### src/rtl/dp_ram_pkg.sv
// Shared types and helpers for the byte-writable dual-port RAM.
// Default geometry constants, clear-sequencer state encoding, byte parity.
package dp_ram_pkg;

    localparam int DATA_W_DEF = 16;
    localparam int ADDR_W_DEF = 8;
    localparam int BYTES      = DATA_W_DEF / 8;

    typedef enum logic {
        CLEAR = 1'b0,
        READY = 1'b1
    } state_t;

    // Even parity: the stored bit makes the byte plus parity have an even count of ones.
    function automatic logic byte_par(input logic [7:0] b);
        return ^b;
    endfunction

endpackage

### src/rtl/dp_ram_clear_seq.sv
// Clear sequencer: sweeps every address with zero after reset or on clear_req,
// then holds ready high until the next clear request.
module dp_ram_clear_seq
    import dp_ram_pkg::*;
#(
    parameter int ADDR_W = ADDR_W_DEF
) (
    input  logic              clk,
    input  logic              rst_n,
    input  logic              clear_req,
    output logic              clr_we,
    output logic [ADDR_W-1:0] clr_addr,
    output logic              ready
);

    state_t              state_q, state_d;
    logic [ADDR_W-1:0]   clr_addr_q, clr_addr_d;
    logic                ready_q, ready_d;

    always_ff @(posedge clk or negedge rst_n) begin
        if (!rst_n) begin
            state_q    <= CLEAR;
            clr_addr_q <= '0;
            ready_q    <= 1'b0;
        end else begin
            state_q    <= state_d;
            clr_addr_q <= clr_addr_d;
            ready_q    <= ready_d;
        end
    end

    always_comb begin
        state_d    = state_q;
        clr_addr_d = clr_addr_q;
        case (state_q)
            CLEAR: begin
                clr_addr_d = clr_addr_q + ADDR_W'(1);
                if (clr_addr_q == {ADDR_W{1'b1}}) state_d = READY;
            end
            READY: begin
                if (clear_req) begin
                    state_d    = CLEAR;
                    clr_addr_d = '0;
                end
            end
            default: state_d = CLEAR;
        endcase
        ready_d = (state_d == READY);
    end

    assign clr_we   = (state_q == CLEAR);
    assign clr_addr = clr_addr_q;
    assign ready    = ready_q;

endmodule

### src/rtl/dp_ram_bytewr.sv
// Simple dual-port RAM with byte enables, 1-cycle registered read, write-first bypass
// and a hardware zero-clear sweep. Define MEM_PARITY_EN for per-byte even parity.
module dp_ram_bytewr
    import dp_ram_pkg::*;
#(
    parameter int DATA_W = 16,
    parameter int ADDR_W = 8
) (
    input  logic                clk,
    input  logic                rst_n,
    input  logic                wr_en,
    input  logic [ADDR_W-1:0]   wr_addr,
    input  logic [DATA_W-1:0]   wr_data,
    input  logic [DATA_W/8-1:0] wr_be,
    input  logic                rd_en,
    input  logic [ADDR_W-1:0]   rd_addr,
    output logic [DATA_W-1:0]   rd_data,
    output logic                rd_valid,
    input  logic                clear_req,
`ifdef MEM_PARITY_EN
    input  logic                wr_perr_inj,
    output logic [DATA_W/8-1:0] rd_perr,
`endif
    output logic                ready
);

    localparam int DEPTH = 2 ** ADDR_W;
    localparam int LANES = DATA_W / 8;

    logic [DATA_W-1:0] mem [DEPTH];

    logic              clr_we;
    logic [ADDR_W-1:0] clr_addr;
    logic              host_we, host_rd;
    logic [LANES-1:0]  lane_we, byp;
    logic [ADDR_W-1:0] mem_addr;
    logic [DATA_W-1:0] mem_wdata, fwd_data;
    logic [DATA_W-1:0] rd_data_q, rd_data_d;
    logic              rd_valid_q, rd_valid_d;

    dp_ram_clear_seq #(.ADDR_W(ADDR_W)) u_clear_seq (
        .clk       (clk),
        .rst_n     (rst_n),
        .clear_req (clear_req),
        .clr_we    (clr_we),
        .clr_addr  (clr_addr),
        .ready     (ready)
    );

    assign host_we = ready & wr_en;
    assign host_rd = ready & rd_en;

    // The sweep owns the write port while ready is low; host writes are gated off then.
    assign lane_we   = clr_we ? {LANES{1'b1}} : (host_we ? wr_be : '0);
    assign mem_addr  = clr_we ? clr_addr : wr_addr;
    assign mem_wdata = clr_we ? '0 : wr_data;

    always_ff @(posedge clk) begin
        for (int l = 0; l < LANES; l++) begin
            if (lane_we[l]) mem[mem_addr][8*l +: 8] <= mem_wdata[8*l +: 8];
        end
    end

    always_comb begin
        fwd_data = mem[rd_addr];
        for (int l = 0; l < LANES; l++) begin
            byp[l] = host_we & wr_be[l] & (wr_addr == rd_addr);
            if (byp[l]) fwd_data[8*l +: 8] = wr_data[8*l +: 8];
        end
        rd_valid_d = host_rd;
        rd_data_d  = host_rd ? fwd_data : rd_data_q;
    end

    always_ff @(posedge clk or negedge rst_n) begin
        if (!rst_n) begin
            rd_data_q  <= '0;
            rd_valid_q <= 1'b0;
        end else begin
            rd_data_q  <= rd_data_d;
            rd_valid_q <= rd_valid_d;
        end
    end

    assign rd_data  = rd_data_q;
    assign rd_valid = rd_valid_q;

`ifdef MEM_PARITY_EN
    logic [LANES-1:0] par_mem [DEPTH];
    logic [LANES-1:0] wr_par, mem_wpar, fwd_par, perr_d, rd_perr_q;

    always_comb begin
        wr_par = '0;
        for (int l = 0; l < LANES; l++) wr_par[l] = byte_par(wr_data[8*l +: 8]);
        wr_par[0] = wr_par[0] ^ wr_perr_inj;
        mem_wpar  = clr_we ? '0 : wr_par;
        fwd_par   = par_mem[rd_addr];
        perr_d    = '0;
        for (int l = 0; l < LANES; l++) begin
            if (byp[l]) fwd_par[l] = wr_par[l];
            perr_d[l] = byte_par(fwd_data[8*l +: 8]) ^ fwd_par[l];
        end
    end

    always_ff @(posedge clk) begin
        for (int l = 0; l < LANES; l++) begin
            if (lane_we[l]) par_mem[mem_addr][l] <= mem_wpar[l];
        end
    end

    always_ff @(posedge clk or negedge rst_n) begin
        if (!rst_n) rd_perr_q <= '0;
        else        rd_perr_q <= host_rd ? perr_d : '0;
    end

    assign rd_perr = rd_perr_q;
`endif

endmodule

### config.mk
export PLATFORM = sky130hd
export DESIGN_NAME = dp_ram_bytewr
export DESIGN_NICKNAME = d
export VERILOG_FILES = /design/src/rtl/dp_ram_pkg.sv /design/src/rtl/dp_ram_clear_seq.sv /design/src/rtl/dp_ram_bytewr.sv
export SDC_FILE = /design/constraint.sdc
export NUM_CORES = 2
export LEC_CHECK = 0
export ABC_AREA = 1
export CAP_MARGIN = 30
export CORE_MARGIN = 2
export CORE_UTILIZATION = 36
export DETAILED_ROUTE_END_ITERATION = 7
export PLACE_DENSITY_LB_ADDON = 0.15
export SLEW_MARGIN = 20
export SYNTH_ARGS = -nofsm -noshare
export SYNTH_HDL_FRONTEND = slang
export SYNTH_HIERARCHICAL = 1
export SYNTH_SLANG_ARGS = --single-unit
### constraint.sdc
create_clock -name clk -period 8.4 [get_ports clk]
set_input_delay 1.26 -clock clk [delete_from_list [all_inputs] [get_ports clk]]
set_output_delay 1.26 -clock clk [all_outputs]
set_load 0.03 [all_outputs]
Word level (Yosys, flattened, before mapping)
Memory sizes are Yosys's and may differ from the RTL's. A register that Yosys moved wholly into a read port is not among the register bits.
Cells that the tools add are included.
{"block": "word_totals", "mem_bits_rw": 4096, "register_bits": 10, "romBits": 0, "out_inout_bits": 18, "mem_count": 1, "elab_cells": 24, "input_bits": 39, "latch_bits": 0}
{"block": "classes", "n_mul": 0, "n_div": 0, "n_reduce_logical": 1, "n_shift": 0, "add_sub_neg": 1, "bitwise_logic": 3, "n_eq_ne": 2, "muxes": 13, "order_cmp": 0}
{"memory": "mem", "words": 256, "word_bits": 16, "rd": 1, "rd_clocked_by_memory_dff": 1, "wr": 1, "line": "dp_ram_bytewr.sv:30", "rtl": "logic [DATA_W-1:0] mem [DEPTH];"}
{"cell": "$mux 16", "count": 1}
{"cell": "$mux 8", "count": 2}
{"cell": "$pmux 8 s2", "count": 1}
{"cell": "$add 8x1->8 const B", "count": 1}
{"cell": "$eq 8x8->1 const B", "count": 1}
{"cell": "$mux 1", "count": 6}
{"cell": "$mux 2", "count": 2}
{"cell": "$and 1x1->1", "count": 2}
{"cell": "$ne 2x2->1 const B", "count": 1}
{"cell": "$pmux 1 s2", "count": 1}
{"cell": "$logic_not 1->1", "count": 1}
{"cell": "$not 1->1", "count": 1}

Logic depth before layout (Yosys ltp)
{"block": "depth", "depth_word": 5, "ltp_mapped": 17, "depth_no_buf": 13}

By module
The synthesis kept the hierarchy.
{"module": "dp_ram_bytewr", "area_each_um2": 167966.1, "instances": 1, "cells_per_inst": 14289, "seq_area_each_um2": 123423.4}
{"module": "dp_ram_clear_seq", "area_each_um2": 488.0, "instances": 1, "cells_per_inst": 59, "seq_area_each_um2": 225.2}

Worst setup path after synthesis
No wires, ideal clock.
{"block": "synth_path", "path_kind": "register -> register", "start": "reg u_clear_seq/ready (netlist name)", "end": "mem mem[0][10] (data pin)", "path_buffers": 2, "slack_ns": -0.264, "required_ns": 6.994, "path_stages_with_launch": 5, "setup_ns": 1.406, "period_less_slack_ns": 8.664, "arrival_time_ns": 7.258, "path_cell_list": "dfrtp_1 > inv_4 > buf_2 > clkbuf_1 > nor2_1"}
{"element": "to (decl)", "line": "dp_ram_bytewr.sv:30"}

Worst setup path in the final report
{"block": "layout_path", "start": "reg u_clear_seq.ready_q (netlist: u_clear_seq/ready)", "end": "mem mem[156][11] (enable)"}
{"block": "layout_between", "elab_chain_cells": 5, "elab_cells_between_ends": 6, "classes_between": "mux (5); bitwise (1)"}
{"element": "from (decl)", "line": "dp_ram_clear_seq.sv:18", "rtl": "logic ready_q, ready_d;"}
{"element": "from (signal assigned)", "line": "dp_ram_clear_seq.sv:28", "rtl": "ready_q <= ready_d;"}
{"element": "$and 1x1->1", "line": "dp_ram_bytewr.sv:50", "rtl": "assign host_we = ready & wr_en;"}
{"element": "$mux 2 (2 in a row)", "line": "dp_ram_bytewr.sv:54", "rtl": "assign lane_we = clr_we ? {LANES{1'b1}} : (host_we ? wr_be : '0);"}
{"element": "$mux 1", "line": "dp_ram_bytewr.sv:60", "rtl": "if (lane_we[l]) mem[mem_addr][8*l +: 8] <= mem_wdata[8*l +: 8];"}
{"element": "$mux 1 (implied by the code)", "line": "dp_ram_bytewr.sv:60"}
Parallel ways exist; a longest one is shown, timed or not.

==> impl_metrics.env <==
export IMPL_holdWs_ps=560
export IMPL_insertion_delay_ps=990
export IMPL_initial_core_util_pct=36.1
export IMPL_worst_setup_path_start_kind="flip-flop"
export IMPL_grt_pass1_vias=104000
export IMPL_port_buffers=56
export IMPL_drt_pass1_iterations=6
export IMPL_syn_inst=14300
export IMPL_avgRoutedWirePerCell_um=25.9
export IMPL_p_leak_nw=67.5
export IMPL_finalSetupTns_ps=0
export IMPL_ir_worst_vdd_v=0.000190
export IMPL_die_x_um=688
export IMPL_clk_pin_slew_ps=60
export IMPL_met1_usage_pct=31.6
export IMPL_worstSetupPathType="flip-flop to flip-flop"
export IMPL_cts_buffers=436
export IMPL_cts_tree="yes"
export IMPL_clock_sinks=4122
export IMPL_yosysWarnings=6
export IMPL_rsz0062_at_grt="false"
export IMPL_critical_path_top_delay_family="simple AND/OR/NAND/NOR gates"
export IMPL_drtIter0Drc=10700
export IMPL_dp_cells=19900
export IMPL_hold_violations=0
export IMPL_die_h_um=688
export IMPL_path_buf_inv=2
export IMPL_reg2reg_depth=8
export IMPL_maxCapViolCount=0
export IMPL_grt_antenna_before_repair=15
export IMPL_min_path_type="flip-flop to flip-flop"
export IMPL_fin_crit_ps=4810
export IMPL_num_rows=251
export IMPL_drive_above_1_share_pct=6.89
export IMPL_core_area_mm2=0.467
export IMPL_die_area_mm2=0.473
export IMPL_num_io_pins=57
export IMPL_cpPeakStageDelay_ps=860
export IMPL_worst_slack_ps=3590
export IMPL_yosys_area_top_type="edfxtp_1"
export IMPL_cts_root_buffer="clkbuf_16"
export IMPL_cts_resized=0
export IMPL_grt_start_max_net_pins=192
export IMPL_path_max_fanout=33
export IMPL_instances_no_fill=20700
export IMPL_hold_depth=2
export IMPL_timing_fmax_ghz=0.208
export IMPL_viasPerCell=5.29
export IMPL_ys_seq_area_share_pct=73.4
export IMPL_slew_headroom_pct=14.8
export IMPL_cts_buffer_depth=4
export IMPL_synth_nets=14400
export IMPL_track_usage_pct=22.1
export IMPL_grt_busiest_layer="met2"
export IMPL_cp_arrival_ps=5410
export IMPL_nNetsFinal=14200
export IMPL_crit_cells=8
export IMPL_vias=110000
export IMPL_drcViolationCount=0
export IMPL_synth_top_cell_area_share_pct=73.0
export IMPL_crit_path_end_kind="flip-flop"
export IMPL_outcome="complete, no violations"
export IMPL_gp_congestion=0.805
export IMPL_netlist_area_mm2=0.168
export IMPL_power_mw=45.4
export IMPL_grt_use_met3_pct=2.54
export IMPL_grt_pass1_wl_um=772000
export IMPL_hpwl_um=306000
export IMPL_area_growth_synth_to_final_pct=12.4
export IMPL_ant_nets=0
export IMPL_r2r_setup_slack_ps=3590
export IMPL_crit_chain="inv_4 -> inv_2 -> or2_1 -> o21ai_2 -> nand2_2 -> nor2_4 -> nand2_1 -> nor2_1"
export IMPL_fin_skew_ps=44.1
export IMPL_place_ws_ps=3050
export IMPL_grt_overflow=0
export IMPL_synth_seq_cells=4122
export IMPL_power_density_mw_per_mm2=240
export IMPL_ys_types=33
export IMPL_syn_avg_cell_area_um2=11.7
export IMPL_required_ps=9000
export IMPL_tightest_slew_ps=1280
export IMPL_use_met2_pct=35.4
export IMPL_critical_path_slowest_cell="nor2_1"
export IMPL_wl_um=537000
export IMPL_drv_slew=0
export IMPL_setup_viol_count_final=0
export IMPL_period_share_pct=57.2
export IMPL_yosys_top_cells_area="edfxtp_1 73%, nand3_1 12%, nand2_1 9.9%"
export IMPL_cts_setup_buffers=0
export IMPL_htree_levels=5
export IMPL_cts_hold_buf=0
[where the power goes]
group	leakage (nW)	switching (mW)	total [mW]	internal (mW)
sequential	38.3	0.125	22.9	22.7
combinational	22.5	2.83	3.59	0.761
clock	6.70	8.22	18.9	10.7
[logic make-up after synthesis]
logic type,synth area share [%]
flops,73.4
buf+inv,2.88
simple gates,23.6
compound gates,0.113
xor+xnor,0.0208
fa+ha+maj,0.00743
[cell usage after synthesis (all sizes together)]
library cell,number
a21oi,1
a22o,1
buf,751
clkbuf,246
clkinv,2
dfrtp,26
edfxtp,4096
ha,1
inv,59
nand2,4476
nand3,4070
nand4,8
nor2,566
nor3,1
o21ai,27
o31ai,1
or2,12
xnor2,4
[worst paths after layout]
| check | start | to |
|---|---|---|
| worst max-delay path | u_clear_seq/ready | mem[156][11] |
| worst min-delay path | u_clear_seq/clr_addr[6] | u_clear_seq/clr_addr[6] |
| worst max register to register | u_clear_seq/ready | mem[156][11] |
| worst min register to register | u_clear_seq/clr_addr[6] | u_clear_seq/clr_addr[6] |
| max in group asynchronous | rst_n | rd_data[11] |
| min in group asynchronous | rst_n | u_clear_seq/clr_addr[1] |
[sequential cells by signal (all words and copies together) (netlist names)]
name and cells:
rd_data 16, u_clear_seq/clr_addr 8, u_clear_seq/ready 1, rd_valid 1, mem 4096
[worst min-delay path, stage by stage (launching register included)]
cell and delay, ps:
dfrtp_1 390, nand2_1 70, nand2_1 60
[layout by cell type (no fill, tap or decap), types with 2 or more instances in the layout]
| cell | instances |
|---|---|
| nand2_1 | 4459 |
| edfxtp_1 | 4096 |
| nand3_1 | 4070 |
| nor2_1 | 500 |
| clkbuf_16 | 445 |
| buf_4 | 222 |
| clkinv_1 | 116 |
| clkbuf_1 | 102 |
| clkinv_2 | 78 |
| buf_12 | 64 |
| nor2_4 | 49 |
| clkdlybuf4s50_1 | 49 |
| inv_1 | 48 |
| bufinv_16 | 34 |
| dfrtp_1 | 26 |
| nor2_2 | 16 |
| nand2_2 | 15 |
| o21ai_0 | 13 |
| clkinvlp_4 | 11 |
| diode_2 | 9 |
| o21ai_2 | 9 |
| buf_6 | 8 |
| or2_0 | 6 |
| inv_16 | 6 |
| inv_6 | 6 |
| nand4_1 | 6 |
| o21ai_1 | 5 |
| inv_8 | 4 |
| or2_2 | 4 |
| xnor2_1 | 4 |
| clkinv_8 | 4 |
| buf_16 | 4 |
| inv_2 | 3 |
| clkinv_4 | 3 |
| buf_8 | 3 |
| or2_1 | 2 |
| nand2_4 | 2 |
| nand4_2 | 2 |
| clkinv_16 | 2 |
[layer usage]
| metal | vias up | routed length (um) | part of all wire (%) |
|---|---|---|---|
| met5 | - | 28 | 0.0052 |
| met4 | 6 | 17100 | 3.2 |
| met1 | 55100 | 239000 | 44 |
| met2 | 3291 | 251000 | 47 |
| li1 | 50500 | - | - |
| met3 | 730 | 30300 | 5.6 |
[final cells by class]
type	instances	area (um^2)
Fill cell	44400	277000
Antenna cell	9	22.5
Multi-Input combinational cell	9168	40200
Tap cell	6198	7750
Sequential cell	4122	124000
Timing Repair Buffer	351	3690
Clock buffer	548	11500
Inverter	61	304
Clock inverter	255	2190
[metrics by stage]
stage / cell area, um^2 / utilization, %
after detailed placement: 175000 / 37.6
after floorplan: 168000 / -
after CTS: 189000 / 40.5
final: 189000 / 40.6
after global routing: 189000 / 40.6
after global placement: 175000 / 37.4
(Power assumes the default switching activity.)
==> edit (same flow settings) <==
`ADDR_W`: 8 -> 6.
--- a/src/rtl/dp_ram_bytewr.sv
+++ b/src/rtl/dp_ram_bytewr.sv
@@ -4,7 +4,7 @@
     import dp_ram_pkg::*;
 #(
     parameter int DATA_W = 16,
-    parameter int ADDR_W = 8
+    parameter int ADDR_W = 6
 ) (
     input  logic                clk,
     input  logic                rst_n,
Interface: changed (resized rd_addr and wr_addr); port bits go from 57 to 53. The function was not compared with the original's and may differ.
==> edit against the unedited design <==
Synthesized area down 74%. Sequential share of layout area is 1.6 points lower. Count of clock-buffer cells in the layout fell by 413. Core utilization grew 0.57 points. Total power down 72%. Sequential power is 72% lower. Worst setup slack improved by 0.73 ns. Sequential cell count is 3074 lower. Design area fell by 74%. Wire length shrank 77%. Critical path type unchanged. Highest routed layer is now met4.
==> edit: results (changes against the unedited design) <==
stage	metric	value	unit	change
sta	worst_slew_pin_slew	1.04	ns	was 1.28 ns
placement	place_inst	5329		was 19,900
hold_path	worstHoldEndpoint	rd_data[12]$_DFFE_PN0P_		was u_clear_seq/clr_addr[6]$_DFFE_PN0P_
sta	fin_hold_ws	0.496	ns	was 0.560 ns
grt	grt_pass1_wl	183000	um	was 772,000 um
grt	grt_pass1_vias	26900		was 104,000
cells_and_area	fillerInstances	11400		was 44,400
synthesis	synth_common_cells	nand2_1 (1,417), edfxtp_1 (1,024), nand3_1 (886)		was nand2_1 (4,459), edfxtp_1 (4,096), nand3_1 (4,070)
power	peakVddDrop	0.147	mV	was 0.190 mV
placement	place_hpwl	69100	um	was 306,000 um
synthesis	synth_area_leaders	edfxtp_1 (71%), nand2_1 (12%), nand3_1 (10%), buf_2 (1.6%), dfrtp_1 (1.4%)		was edfxtp_1 (73%), nand3_1 (12%), nand2_1 (9.9%), buf_2 (1.8%), nor2_1 (1.2%)
synthesis	avgSynthCellArea	11.3	um^2	was 11.7 um^2
power	swShare	26.9	%	was 24.6%
synthesis	synth-async-reset-ratio	2.29	%	was 0.631%
clock_network	clockRootBuffer	clkbuf_16		unchanged
cells_and_area	post_layout_nonfiller_instances	5560		was 20,700
cells_and_area	nets	3892		was 14,200
critical_path	reg2reg_depth	7		was 8
power	p_clk	4.82	mW	was 18.9 mW
drt	dr.pass1.iters	5		was 6
placement	post-place-ws	3.64	ns	was 3.05 ns
clock_network	htree_levels	3		was 5
critical_path	slowest_delay	0.73	ns	was 0.86 ns
grt	grt_usage	19.8	%	was 22.1%
synthesis	yosysSeqAreaShare	72.3	%	was 73.4%
clock_network	insertion_delay	0.70	ns	was 0.99 ns
placement	routabilityCongestion	0.834		was 0.805
synthesis	synth_warnings	6		unchanged
status	outcome	complete, no violations		unchanged
critical_path	cp.arrival	4.40	ns	was 5.41 ns
clock_network	cts_buffers	112		was 436
power	p_comb	1.68	mW	was 3.59 mW
cells_and_area	antenna_cells	0		was 9
hold_path	hp-start	rd_data[12]$_DFFE_PN0P_		was u_clear_seq/clr_addr[6]$_DFFE_PN0P_
cells_and_area	drive_above_1_share	7.65	%	was 6.89%
placement	numPortBuffers	52		was 56
critical_path	r2r_setup_slack	4.32	ns	was 3.59 ns
cells_and_area	largest_reg_flops	1024		was 4,096
critical_path	rr_endpoint	mem[31][0]$_DFFE_PP_		was mem[156][11]$_DFFE_PP_
power	leakage	18.3	nW	was 67.5 nW
power	p_per_area	262	nW/um^2	was 240 nW/um^2
drt	avgRoutedWirePerCell	22.1	um	was 25.9 um
synthesis	ys_types	29		was 33
synthesis	synth_edf_count	1024		was 4,096
placement	postPlaceCellArea	45500	um^2	was 175,000 um^2
sta	fin_worst_skew	0.0400	ns	was 0.0441 ns
grt	antenna_found_initial	3		was 15
clock_network	clockBufferDepth	3		was 4
critical_path	cp_max_fo	29		was 33
grt	grt_max_degree	185		was 192
drt	drt-initial-drc-count	2377		was 10,700
-- edit: changes by cell type in the layout (fill, tap and decap cells not counted), moves of 31 or more --
cell | before | now
clkinv_2 | 78 | 22
clkinv_1 | 116 | 30
buf_4 | 222 | 77
clkbuf_16 | 445 | 114
buf_12 | 64 | 7
nand2_1 | 4459 | 1417
edfxtp_1 | 4096 | 1024
nor2_1 | 500 | 132
clkbuf_1 | 102 | 18
nor2_4 | 49 | 18
nand3_1 | 4070 | 886
-- edit: critical path, delay by kind of cell, from the launching register on --
kind / cells / cell delay, ns
AND/OR/NAND/NOR: 4 / 1.89
buffers and inverters: 2 / 0.77
AO/OA/AOI/OAI: 1 / 0.51
flip-flops: 1 / 0.49
-- edit: cell families (layout without fill, tap and decap cells) --
family / after synthesis / count (layout) / share of synthesized area [%]
AND/OR/NAND/NOR: 2481 / 2481 / 24.2
flip-flops: 1048 / 1048 / 72.3
buffers and inverters: 278 / 385 / 2.96
AO/OA/AOI/OAI: 27 / 27 / 0.349
XOR/XNOR: 6 / 6 / 0.121
adder cells (fa/ha/maj): 1 / 1 / 0.0288
-- edit: final cells by class --
cell class | count | area (um^2) | area share [%]
Clock buffer | 135 | 2960 | 6.02
Clock inverter | 71 | 582 | 1.18
Multi-Input combinational cell | 2515 | 10900 | 22.1
Inverter | 40 | 170 | 0.346
Timing Repair Buffer | 139 | 1280 | 2.60
Sequential cell | 1048 | 31400 | 63.7
Tap cell | 1612 | 2020 | 4.10
-- edit: layer usage --
metal,vias to the layer above,global-route usage (%),routed length [um],part of all wire [%]
met2,747,29.6,54600,45
met5,-,0,0,0
li1,13400,-,-,-
met3,127,2.97,7010,5.7
met4,0,4.71,1920,1.6
met1,14000,30.3,59100,48
